<file path="src/rtl/serial_pkg.sv">
// serial_pkg: shared definitions for the serial receive path (and the planned
// transmitter): FSM state encodings, default parameters and the timer width
// helper.
// Optional feature macro used by the receiver: SERIAL_RX_PARITY_EN.
package serial_pkg;

  localparam int CLK_DIV_DEFAULT   = 651;
  localparam int DATA_BITS_DEFAULT = 8;

  typedef logic [2:0] state_t;

  localparam state_t S_IDLE    = 3'd0;
  localparam state_t S_START   = 3'd1;
  localparam state_t S_DATA    = 3'd2;
  localparam state_t S_PARITY  = 3'd3;
  localparam state_t S_STOP    = 3'd4;
  localparam state_t S_WAIT_HI = 3'd5;

  // Counter width able to hold CLK_DIV-1; never narrower than one bit.
  function automatic int tmr_width(input int div);
    return (div <= 2) ? 1 : $clog2(div);
  endfunction

endpackage

</file>
<file path="src/rtl/serial_bit_timer.sv">
// serial_bit_timer: reloadable bit-period down-counter.
// Ports:
//   m_clock, p_reset_n  clock / async active-low reset
//   load, load_val      start the timer from load_val (priority over counting)
//   halt                on expire, stop instead of reloading RELOAD
//   expire              counter is at zero while running
//   running             timer is armed
module serial_bit_timer
  import serial_pkg::*;
#(
  parameter int W      = 10,
  parameter int RELOAD = 650
) (
  input  logic         m_clock,
  input  logic         p_reset_n,
  input  logic         load,
  input  logic [W-1:0] load_val,
  input  logic         halt,
  output logic         expire,
  output logic         running
);

  logic [W-1:0] cnt;

  always_ff @(posedge m_clock or negedge p_reset_n) begin
    if (!p_reset_n) begin
      cnt     <= '0;
      running <= 1'b0;
    end else if (load) begin
      cnt     <= load_val;
      running <= 1'b1;
    end else if (running) begin
      if (cnt == '0) begin
        if (halt) running <= 1'b0;
        else      cnt     <= W'(RELOAD);
      end else begin
        cnt <= cnt - 1'b1;
      end
    end
  end

  assign expire = running && (cnt == '0);

endmodule

</file>
<file path="src/rtl/serial_rx_ctrl.sv">
// serial_rx_ctrl: serial receive bit sequencer.
// Synchronises rdx, finds the start bit, samples each bit at mid-period,
// checks the stop bit and hands bytes out through a one-entry holding
// register on a valid/ready handshake. Sticky frame/overrun/parity flags.
// Optional feature: define SERIAL_RX_PARITY_EN to add an even-parity bit
// between the data and stop bits (parity_err is tied low otherwise).
// Ports:
//   m_clock, p_reset_n   clock / async active-low reset
//   rdx                  serial line (idle high, asynchronous)
//   rx_data, rx_valid    received byte and its valid flag
//   rx_ready             consumer accepts on rx_valid & rx_ready
//   busy                 frame in progress
//   frame_err, overrun, parity_err  sticky error flags
//   clr_err              synchronous clear of the sticky flags
module serial_rx_ctrl
  import serial_pkg::*;
#(
  parameter int CLK_DIV   = CLK_DIV_DEFAULT,
  parameter int DATA_BITS = DATA_BITS_DEFAULT
) (
  input  logic                 m_clock,
  input  logic                 p_reset_n,
  input  logic                 rdx,
  output logic [DATA_BITS-1:0] rx_data,
  output logic                 rx_valid,
  input  logic                 rx_ready,
  output logic                 busy,
  output logic                 frame_err,
  output logic                 overrun,
  output logic                 parity_err,
  input  logic                 clr_err
);

  localparam int          TW   = tmr_width(CLK_DIV);
  localparam logic [TW-1:0] HALF = TW'(CLK_DIV / 2 - 1);

  // Two-flop synchroniser; reset high so reset release is not a start edge.
  logic rdx_m, rdx_s;
  always_ff @(posedge m_clock or negedge p_reset_n) begin
    if (!p_reset_n) begin
      rdx_m <= 1'b1;
      rdx_s <= 1'b1;
    end else begin
      rdx_m <= rdx;
      rdx_s <= rdx_m;
    end
  end

  state_t               state, nxt;
  logic [2:0]           bit_idx;
  logic [DATA_BITS-1:0] shift;
  logic                 expire, tmr_run, load, halt, last_bit;

  assign last_bit = (bit_idx == 3'(DATA_BITS - 1));
  // A running timer is never restarted; IDLE always sees it halted.
  assign load     = (state == S_IDLE) && !rdx_s && !tmr_run;
  assign halt     = (nxt == S_IDLE) || (nxt == S_WAIT_HI);

  serial_bit_timer #(.W(TW), .RELOAD(CLK_DIV - 1)) u_tmr (
    .m_clock   (m_clock),
    .p_reset_n (p_reset_n),
    .load      (load),
    .load_val  (HALF),
    .halt      (halt),
    .expire    (expire),
    .running   (tmr_run)
  );

  always_comb begin
    nxt = state;
    case (state)
      S_IDLE:    if (load) nxt = S_START;
      S_START:   if (expire) nxt = rdx_s ? S_IDLE : S_DATA;
`ifdef SERIAL_RX_PARITY_EN
      S_DATA:    if (expire && last_bit) nxt = S_PARITY;
      S_PARITY:  if (expire) nxt = S_STOP;
`else
      S_DATA:    if (expire && last_bit) nxt = S_STOP;
`endif
      S_STOP:    if (expire) nxt = rdx_s ? S_IDLE : S_WAIT_HI;
      S_WAIT_HI: if (rdx_s) nxt = S_IDLE;
      default:   nxt = S_IDLE;
    endcase
  end

  always_ff @(posedge m_clock or negedge p_reset_n) begin
    if (!p_reset_n) begin
      state   <= S_IDLE;
      bit_idx <= '0;
      shift   <= '0;
    end else begin
      state <= nxt;
      if (state == S_START && expire) bit_idx <= '0;
      if (state == S_DATA && expire) begin
        shift[bit_idx] <= rdx_s;
        bit_idx        <= bit_idx + 3'd1;
      end
    end
  end

  // Stop-bit outcome; the holding register updates on the same edge so the
  // byte is visible in the cycle after the stop sample.
  logic stop_ok, stop_bad, take, accept, ovr_set;
  assign stop_ok  = (state == S_STOP) && expire && rdx_s;
  assign stop_bad = (state == S_STOP) && expire && !rdx_s;
  assign take     = rx_valid && rx_ready;
  assign accept   = stop_ok && (!rx_valid || rx_ready);
  assign ovr_set  = stop_ok && !accept;

  always_ff @(posedge m_clock or negedge p_reset_n) begin
    if (!p_reset_n) begin
      rx_data  <= '0;
      rx_valid <= 1'b0;
    end else if (accept) begin
      rx_data  <= shift;
      rx_valid <= 1'b1;
    end else if (take) begin
      rx_valid <= 1'b0;
    end
  end

  // Sticky flags: a set event beats a coincident clear.
  always_ff @(posedge m_clock or negedge p_reset_n) begin
    if (!p_reset_n) begin
      frame_err <= 1'b0;
      overrun   <= 1'b0;
    end else begin
      if (stop_bad)     frame_err <= 1'b1;
      else if (clr_err) frame_err <= 1'b0;
      if (ovr_set)      overrun   <= 1'b1;
      else if (clr_err) overrun   <= 1'b0;
    end
  end

`ifdef SERIAL_RX_PARITY_EN
  // Even parity: the parity bit equals the XOR of the data bits.
  logic par_set;
  assign par_set = (state == S_PARITY) && expire && ((^shift) != rdx_s);
  always_ff @(posedge m_clock or negedge p_reset_n) begin
    if (!p_reset_n)   parity_err <= 1'b0;
    else if (par_set) parity_err <= 1'b1;
    else if (clr_err) parity_err <= 1'b0;
  end
`else
  assign parity_err = 1'b0;
`endif

  assign busy = (state != S_IDLE);

endmodule

</file>
<file path="config.mk">
export PLATFORM = sky130hd
export DESIGN_NAME = serial_rx_ctrl
export DESIGN_NICKNAME = d
export VERILOG_FILES = /design/src/rtl/serial_pkg.sv /design/src/rtl/serial_bit_timer.sv /design/src/rtl/serial_rx_ctrl.sv
export SDC_FILE = /design/constraint.sdc
export NUM_CORES = 1
export LEC_CHECK = 0
export ABC_AREA = 0
export CORE_MARGIN = 1
export CORE_UTILIZATION = 30
export DETAILED_ROUTE_END_ITERATION = 10
export SLEW_MARGIN = 20
export SYNTH_ARGS = -nofsm -noshare
export SYNTH_HDL_FRONTEND = slang
export SYNTH_SLANG_ARGS = --single-unit
export TNS_END_PERCENT = 100
</file>
<file path="constraint.sdc">
create_clock -name m_clock -period 4.9 [get_ports m_clock]
set_input_delay 0.98 -clock m_clock [delete_from_list [all_inputs] [get_ports m_clock]]
set_output_delay 0.98 -clock m_clock [all_outputs]
set_load 0.02 [all_outputs]
</file>
==> results list, run 1 <==
* Fraction of registers with async set/reset: 1.00
* Total Negative Setup Slacks: 0 ns
- Once placement completed, the tool counted placed cells totaling 280.
- Wires add up to 4240 µm.
- Using the TritonRoute via totals, the vias-per-cell ratio works out to approximately 5.5.
- After floorplanning, the core was divided into 29 placement rows.
- The mapped netlist covers 2040 µm².
- Counting every instance in the synthesized netlist gives 198.
- TritonCTS created 5 clock buffers.
- The congestion estimate from routability-driven global placement came to 0.885.
- For the pin with the worst max-slew slack, the measured transition is 0.835 ns.
- Number of enable-type register cells in the synthesized netlist: 0
- Total length of routed met2 wires: ~2000 µm
- In this run the remaining antenna-violating nets after routing total 0.
* Count of input and output buffers: 16
- For this design the top-level I/O count stands at 18.
- The worst hold path begins at rdx_m$_DFF_PN1_.
- The first global-routing pass estimated 7380 µm of wire.
- Largest net degree at the start of global routing: 39
- Reg2Reg Launch Point: u_tmr.cnt[3]$_DFFE_PN0P_
- Excluding fillers, the count of instances in the completed layout stands at 288.
- Final number of setup-violating endpoints: 0
- Yosys mapped the design onto 52 distinct sky130hd cell types.
* Number of flip-flops and latches in the synthesized netlist: 38
- TritonCTS built the clock tree.
* Layout filler cell count: roughly 650
* CP Data Required Time: ~3.9 ns
- Switching power share of the total: 0.223
- Headroom to the max-slew limit: 0.443
- Count of yosys warnings during synthesis: 0
* N_diodes: 0
* Initial standard-cell utilization of the core: 0.315
- For this run, design rule violations remaining after detail routing come to 2.
* Setup WS post-layout: 2.06 ns
- Measured in cells, the most critical reg-to-reg path has a length of 4.
- Clock period minus worst slack: 2.84 ns
* Portion of total power attributed to combinational logic: 0.023
- Of the cells placed in the final design, the portion with a size suffix greater than 1 is 0.152.
* Fin crit share: 0.580
- The routed design uses between 150 and 200 µm of met3 wire.
- Clock power share: 0.407
- Clock root buffer master: clkbuf_8
- Net count after synthesis: 207
- The number of hold-slack violations in the final timing report is 0.
- Antenna violations before repair: 0
- Mean area per synthesized cell: 10.3 µm²
- Arr. time, crit path: 1.86 ns
- Via count of the first global-routing pass: 1568
- Summed over all cells, the static leakage comes to 0.975 nW.
- Multi-input logic area: ~970 µm²
- Max-cap violation count: 0
- Top achievable clock speed: roughly 350 MHz
* Reg power frac: 0.570
- The die is 84.4 µm wide.
- Biggest area consumer among synthesized cells: dfrtp_1
- The first TritonRoute pass finished after 10 iterations.
* Sw Pwr: around 0.12 mW
- Clock Skew: 0.00413 ns
- Die height: 84.4 µm
* Critical Path Sink Type: output pin
- For this run, the share of the core covered by cells in the final layout is 0.361.
- The die covers 7120 µm².
- The H-tree generated during clock tree synthesis spans 2 levels.
* Cts repair resizes: 0
- For this block, wires on met1 add up to 2010 µm.
- Maximum fanout along the worst path: 21
- The worst register-to-register path ends at rx_data[3]$_DFFE_PN0P_.
- Detailed placement finished with a half-perimeter wire length of ~3000 µm.
- STA classifies the critical path startpoint as a flip-flop.
- Count of nets after finishing: 219
- The later pin in the worst-skew pair is clocked with a latency of 0.29 ns.
- Post-placement setup slack: 2.21 ns
- Worst setup slack for register-to-register paths: 2.37 ns
* Number of design-rule violations left by the first detailed-router iteration: 111
- In the global route stage, overall resource usage came out at 0.130.
- Area delta synth->final: 14.4%
- Top routing layer in use: met4
- Share of synthesized area occupied by flip-flops and latches: 0.468
* Routed WL per cell: 14.7 µm
- For hold timing, the worst endpoint is rdx_s$_DFF_PN1_.
* Cells on Worst Hold Path: 0
* Share of the synthesized area in the top cell type: 0.442
* Cell internal power dissipation: between 0.4 and 0.5 mW
* Pins Over Slew Limit: 0
- Worst hold path class: reg2reg
* PwrDens: approximately 240 nW/µm²
- The critical path in this run is classified as reg2out.
* CTS Hold Buffers Added: 0
* Total vias in the final route: 1573
- Maximum clock insertion buffer count: 2
* Main area contributors after synthesis: dfrtp_1, mux2_2, o21ai_0
* Outcome: finished with violations
- Worst voltage drop across the vdd grid: roughly 0.10 mV
- Post-CTS setup repair buffer count: 0
- In the final layout, flip-flops and latches occupy 953 µm².
- The checks that failed: design-rule violations.
- Clock edge transition at the registers on the reported setup and hold paths: 0.08 ns
* Overflow left after global routing: 0
- Post-synth top flop: dfrtp_1
- Core Region: roughly 6500 µm²
* Clk sink count: 38
- Setup repair after global routing left no endpoint under its margin.
## per-layer routing
layer  global-route usage  vias to the layer above
met5                    0                        -
met3               0.0334                        8
met4               0.0478                        0
li1                     -                      765
met1                0.160                      767
met2                0.219                       33
## how the worst max path moves through the flow
| stage | from | endpoint | slack (ns) | depth (start not counted) |
|---|---|---|---|---|
| 2_1_floorplan | state[1]$_DFF_PN0_ | busy | 2.74 | 3 |
| 3_3_place_gp | rx_ready | rx_data[1]$_DFFE_PN0P_ | 2.23 | 4 |
| 3_5_place_dp | rx_ready | rx_data[3]$_DFFE_PN0P_ | 2.21 | 4 |
| 4_1_cts | state[0]$_DFF_PN0_ | busy | 2.04 | 2 |
| 5_1_grt | state[0]$_DFF_PN0_ | busy | 1.98 | 2 |
| 6_report | state[0]$_DFF_PN0_ | busy | 2.06 | 2 |
## cell type report
| type | count | area share |
|---|---|---|
| multi-input combinational | 134 | 0.418 |
| sequential | 38 | 0.409 |
| timing repair buffer | 16 | 0.0666 |
| tap | 77 | 0.0413 |
| clock buffer | 6 | 0.0354 |
| inverter | 15 | 0.0242 |
| clock inverter | 2 | 0.00537 |
## power by group through the flow
stage	Combinational, mW	Sequential (mW)	Clock [mW]
finish	0.0129	0.316	0.226
CTS	0.0137	0.316	0.235
detailed placement	0.0136	0.322	0
global route	0.0150	0.316	0.245
floorplan	0.00495	0.321	0
global placement	0.0136	0.322	0
## metrics by stage
| step | instance area, µm² | power, mW | hold WS (ns) |
|---|---|---|---|
| after floorplan | 2040 | 0.326 | 0.345 |
| after global placement | 2240 | 0.336 | 0.347 |
| after detailed placement | 2240 | 0.336 | 0.347 |
| after CTS | 2330 | 0.565 | 0.358 |
| after global routing | 2330 | 0.577 | 0.361 |
| final | 2330 | 0.555 | 0.360 |
## critical path: stages, from the launching register on
cell and delay, ns:
dfrtp_1 0.60, or3_1 0.43, clkdlybuf4s50_1 0.54
## kinds of logic after synthesis
family | Yosys count | synth area share
simple gates | 60 | 0.193
compound gates | 58 | 0.196
flops | 38 | 0.468
buf+inv | 26 | 0.0534
mux | 11 | 0.0627
fa+ha+maj | 4 | 0.0246
other cells | 1 | 0.00184
## registers in the layout (all words and copies together), names as in the netlist
name,cells
u_tmr.cnt,10
rx_data,8
shift,8
bit_idx,3
state,3
frame_err,1
overrun,1
rdx_m,1
rdx_s,1
rx_valid,1
u_tmr.running,1
## cell usage after synthesis (2+ instances only)
| master | instances |
|---|---|
| or3_1 | 3 |
| mux2_2 | 10 |
| nand3_1 | 4 |
| nor4bb_1 | 2 |
| a31oi_1 | 5 |
| a21oi_1 | 10 |
| ha_1 | 4 |
| nor2_1 | 5 |
| o41ai_1 | 2 |
| clkbuf_1 | 6 |
| nor3_1 | 7 |
| buf_4 | 2 |
| a211oi_1 | 2 |
| or4_1 | 2 |
| nand2_1 | 13 |
| o22ai_1 | 2 |
| nand4_1 | 3 |
| a221oi_1 | 3 |
| o21ai_0 | 15 |
| a22o_1 | 2 |
| inv_1 | 14 |
| nand2b_1 | 6 |
| buf_2 | 3 |
| nor4b_1 | 2 |
| dfstp_2 | 2 |
| and2_1 | 2 |
| dfrtp_1 | 36 |
| o31ai_1 | 7 |
## cell usage in the layout, fill, tap and decap left out, types with 4 or more instances in the layout
| master | Yosys | final |
|---|---|---|
| nand2_1 | 13 | 13 |
| nor3_1 | 7 | 7 |
| a21oi_1 | 10 | 10 |
| nor2_1 | 5 | 5 |
| nand2b_1 | 6 | 6 |
| o21ai_0 | 15 | 15 |
| mux2_2 | 10 | 10 |
| inv_1 | 14 | 14 |
| ha_1 | 4 | 4 |
| clkdlybuf4s50_1 | 0 | 15 |
| o31ai_1 | 7 | 7 |
| nand3_1 | 4 | 4 |
| dfrtp_1 | 36 | 36 |
| a31oi_1 | 5 | 5 |
| clkbuf_8 | 0 | 6 |
(Power assumes the default switching activity.)
==> inputs of run 2 (changes only) <==
==> constraint.sdc (replaced) <==
create_clock -name m_clock -period 2.3 [get_ports m_clock]
set_input_delay 0.46 -clock m_clock [delete_from_list [all_inputs] [get_ports m_clock]]
set_output_delay 0.46 -clock m_clock [all_outputs]
set_load 0.02 [all_outputs]
==> run 2 against run 1 <==
The run still ends with design-rule violations left. Global-route usage increased by 0.35 points. Flip-flop and latch count is the same. Clock-buffer cell count stayed put. Worst hold slack got worse by 0.11 ns. Total power rose by 110%. Final area rose by 3.5%. Cell count is 3.8% higher. Clock skew is 0.0022 ns higher.
==> results list, run 2 (synthesized netlist as in run 1, its figures left out) <==
* RSZ-0062 raised after global routing: false
* Count of nets after finishing: 230
* Headroom to the max-slew limit: 0.445
* Switching power share of the total: 0.228
- Of all nets on the critical path, the largest fanout is 9.
- Counting tap cells, the placed design contains a total of 291 instances.
- The setup path with the least slack is of type reg2out.
* Count of input and output buffers: 16
* Die height: 84.4 µm
- Portion of total power attributed to combinational logic: 0.026
- CP Data Required Time: 1.84 ns
- Relative to the synthesized area, the layout overhead comes to 18.5%.
- Post-placement setup slack: roughly 0.35 ns
* Via count of the first global-routing pass: 1524
* Worst hold slack across all endpoints: 0.255 ns
- The path class of the tightest hold or removal check is in2async.
- The floorplan step set the die width to about 84 µm.
* Clock root buffer master: clkbuf_8
- Biggest registers after layout: u_tmr.cnt (10), rx_data (8), shift (8)
- Multi-input logic area: 975 µm²
- Area after detailed placement: 2320 µm²
- Maximum clock insertion buffer count: 2
- Ranked by flip-flop count, first place goes to u_tmr.cnt.
* Share of final-layout standard cells stronger than drive strength 1: 0.194
- Total count of hold-check failures in the final report: 0
* Clock edge transition at the registers on the reported setup and hold paths: 0.08 ns
- The library cell used most frequently in the layout, excluding fill and tap cells, is dfrtp_1.
- Startpoint Class: flip-flop
- After clock tree synthesis, the setup repair step added 0 buffers.
- The tool flagged a number of max-cap violations equal to 0.
* Reg power frac: 0.563
- Post-layout power: 1.19 mW
- The initial antenna violation count was 0.
- The detail route stage leaves a number of antenna-violating nets equal to 0.
* Sw Pwr: 0.272 mW
- DRC Markers: 5
- After floorplanning, the core was sized to cover 6460 µm².
- Routed WL per cell: approximately 14 µm
- TritonCTS clock tree: built
- In this run the static leakage power is 1.03 nW.
* Detail-routed via count per cell: 5.27
* I/O pin total: 18
- Final Routed Wirelength: roughly 4300 µm
* Top achievable clock speed: roughly 460 MHz
- Violations in the final reports: design-rule violations
- At the pin with the least slew margin, the transition time is 0.832 ns.
* Cell internal power dissipation: 0.921 mW
* Clk sink count: 38
- Worst-skew pair later-pin latency: about 0.30 ns
* Final number of setup-violating endpoints: 0
- Clock period minus worst slack: 2.17 ns
- CTS built an H-tree with a depth of 2.
* Post-route insts no fill: 299
- The first global-routing pass estimated 7490 µm of wire.
- Buffers inserted to repair hold after CTS numbered 0.
- Number of design-rule violations left by the first detailed-router iteration: 65
* Total Negative Setup Slacks: 0 ns
- Arr. time, crit path: between 1.5 and 2 ns
* # rows: 29
* Critical Path Sink Type: output pin
- Post-route standard cell area excluding fillers: 2410 µm²
- TritonCTS Buffers: 5
* Total global-route track usage: 0.133
- In the finished design, the share of the clock period the worst path needs comes to 0.944.
- At the end of routability-driven placement, the weighted congestion stood at roughly 0.93.
- The routed layout has 1577 vias.
* Setup WS post-layout: roughly 0.13 ns
- For this design the ratio of total power to cell area is 494 nW/µm².
- The initial utilization of the core area, before any placement, comes to 0.315.
- The run finished, with violations left.
* Layout filler cell count: 642
* Area of all sequential standard cells: 953 µm²
- Worst voltage drop across the vdd grid: 0.159 mV
- Entering global routing, the biggest net connects 39 pins.
- Top library cells by usage in the layout, fill and taps aside: dfrtp_1, o21ai_0, clkdlybuf4s50_1
* Pins Over Slew Limit: 0
- Clock power share: 0.411
- Number of iterations in the first detailed-routing pass: 7
* Clock Skew: 0.00629 ns
- Core utilization of the finished layout: 0.374
- Cts repair resizes: 0
* Die area: 7120 µm²
* Half-perimeter wire length after placement: about 3100 µm
- Summed over all layers, the global routing overflow is 0.
- Largest register FFs: 10
* N_diodes: 0
[run 2: changes by cell type in the layout (fill, tap and decap cells not counted)]
cell,previous run,this run
buf_4,0,11
[run 2: layout make-up]
class | instances | area share
Timing Repair Buffer | 27 | 0.0985
Multi-Input combinational cell | 134 | 0.404
Inverter | 15 | 0.0233
Tap cell | 77 | 0.0399
Clock buffer | 6 | 0.0342
Sequential cell | 38 | 0.395
Clock inverter | 2 | 0.00518
[run 2: critical path, stage by stage, from the launching register on]
cell,delay [ns]
dfrtp_1,0.48
or3_1,0.38
clkdlybuf4s50_1,0.55
[run 2: power groups by stage]
stage	sequential [mW]	clock (mW)	combinational (mW)
6_report	0.672	0.490	0.0308
5_1_grt	0.672	0.533	0.0355
3_3_place_gp	0.685	0	0.0324
3_5_place_dp	0.685	0	0.0325
2_1_floorplan	0.684	0	0.0105
4_1_cts	0.672	0.505	0.0323
[run 2: path summary, 6_finish.rpt]
path | startpoint | endpoint | slack (ns) | cells after the start
max | state[0]$_DFF_PN0_ | busy | 0.13 | 2
min in group m_clock | rdx_m$_DFF_PN1_ | rdx_s$_DFF_PN1_ | 0.36 | 0
min | p_reset_n | state[1]$_DFF_PN0_ | 0.26 | 1
max reg2reg | state[1]$_DFF_PN0_ | u_tmr.cnt[6]$_DFFE_PN0P_ | 0.32 | 5
max in group asynchronous | p_reset_n | rx_valid$_DFFE_PN0P_ | 1.52 | 1
min reg2reg | rdx_m$_DFF_PN1_ | rdx_s$_DFF_PN1_ | 0.36 | 0
[run 2: per-layer routing]
metal / vias up / wire length [µm] / share of wire / GRT usage
met5: - / 0 / 0 / 0
met4: 0 / 96 / 0.022 / 0.0601
met3: 10 / 126 / 0.029 / 0.0295
met2: 27 / 2000 / 0.46 / 0.213
met1: 753 / 2080 / 0.48 / 0.173
li1: 787 / - / - / -
==> patch (config.mk and constraints of run 2) <==
The package constant `CLK_DIV_DEFAULT` goes from 651 to 1302.
--- a/src/rtl/serial_pkg.sv
+++ b/src/rtl/serial_pkg.sv
@@ -4,7 +4,7 @@
 // Optional feature macro used by the receiver: SERIAL_RX_PARITY_EN.
 package serial_pkg;
 
-  localparam int CLK_DIV_DEFAULT   = 651;
+  localparam int CLK_DIV_DEFAULT   = 1302;
   localparam int DATA_BITS_DEFAULT = 8;
 
   typedef logic [2:0] state_t;
Function: same outputs for any inputs over 10 cycles, from zero or initial values and one cycle with p_reset_n low; that may be too few to reach the edited logic, so the function may still have changed.
==> patch against run 2 <==
Design area grew 6.3%; synthesized cell count shrank 2.5%; first-iteration DRC count grew 55%; wire length grew 8.5%; setup slack lost 34 ps; sequential cell count grew 1; core utilization grew 0.61 points; critical path depth grew 5; non-clock buffer count grew 10; die area grew 2.4%; sequential share of layout area shrank 1.4 points; count of clock-buffer cells in the layout shrank 1; synthesized area grew 2.5%; power grew 1.2%.
==> patch: results (changes against run 2) <==
| Metric | Value |
|---|---|
| Status | complete, no violations |
| Met1 WL | 2350 um (+13%) |
| Clk tree area frac | 0.0366 (-0.00283) |
| Met2 Wirelength | 2110 um (+5.5%) |
| CP max FO | 8 (-1) |
| # clk buffers | 5 (-1) |
| Syn nets | 202 (-2.4%) |
| R2R Setup Slk | 100 ps (-220 ps) |
| Register area share after synthesis | 0.469 (+0.000766) |
| #MultiIn Comb | 135 (+0.75%) |
| Drt via density | 5.42 (+2.7%) |
| M2 GR Usage | 0.204 (-0.00875) |
| Gpl congestion | 0.829 (-10%) |
| Area growth syn-to-layout | 23.0% |
| GRT Total Usage | 0.137 (+0.00377) |
| Biggest regs | u_tmr.cnt (11), rx_data (8), shift (8) |
| VDD IR max | 0.158 mV (-1.2%) |
| Nonclk buf count | 37 (+37%) |
| Fraction of area in multi-input gates | 0.404 (about the same) |
| Largest net degree at the start of global routing | 40 (+2.6%) |
| Commonest cells post-synth | dfrtp_1 (37), mux2_2 (16), a21oi_1 (10), nand2_1 (10) |
| First-pass GRT wire length | 7960 um (+6.3%) |
| FILL cells | 674 (+5.0%) |
| P_comb | 0.0000272 W (-12%) |
| Cell depth of the worst flop-to-flop path | 7 (+2) |
| Crit-path slowest cell | or4b_4 |
| P_clk | 0.000486 W (-0.8%) |
| Seq area share | 0.381 (-0.0137) |
| M3 GR Usage | 0.0224 (-0.00712) |
| CP peak stage delay | 490 ps (-60 ps) |
| DRC violation total after the first TritonRoute iteration | 101 (+55%) |
| Place WS | 77.5 ps (-272 ps) |
| Global Route met1 Usage | 0.201 (+0.0280) |
| Drt wl/cell | 15.2 um (+5.7%) |
| Net Sw Frac | 0.243 (+0.0148) |
| Clk_skew | 8.61 ps (+2.33 ps) |
| Slew HR | 0.662 (+0.217) |
| Layout cells sized above 1 | 0.264 (+0.0706) |
| R2r startpoint | u_tmr.cnt[1] |
| DR pass1 iterations | 4 (-3) |
| CP Class | register to register |
| Ant diodes | 0 (unchanged) |
| Cell leakage power | 1.08 nW (+5.3%) |
| Inverter count | 8 (-7) |
| Metal3 WL | 162 um (+29%) |
| WP data arrival | 2390 ps (+680 ps) |
| Final #Nets | 235 (+2.2%) |
[patch: changes by cell type after synthesis, moves of 4 or more]
cell / delta
a31oi_1: -4
inv_1: -6
nor4_1: +7
o31ai_1: -5
o21ai_0: -11
mux2_2: +6
[patch: metrics by stage]
| step | total power [W] | hold slack [ps] | instances | util | area [sq um] |
|---|---|---|---|---|---|
| 3_3_place_gp | 0.000735 | 348 | 299 | 0.364 | 2460 |
| 3_5_place_dp | 0.000735 | 347 | 299 | 0.364 | 2460 |
| 2_1_floorplan | 0.000713 | 164 | 193 | - | 2090 |
| 5_1_grt | 0.00126 | 252 | 307 | 0.380 | 2570 |
| 4_1_cts | 0.00123 | 234 | 307 | 0.378 | 2560 |
| 6_report | 0.00121 | 208 | 307 | 0.380 | 2570 |
[patch: cells by family after synthesis]
group / count (synthesis) / share of synthesized area
compound gates: 42 / 0.149
fa+ha+maj: 4 / 0.0240
buf+inv: 19 / 0.0384
flops: 39 / 0.469
mux: 17 / 0.0911
other cells: 1 / 0.00180
simple gates: 71 / 0.227
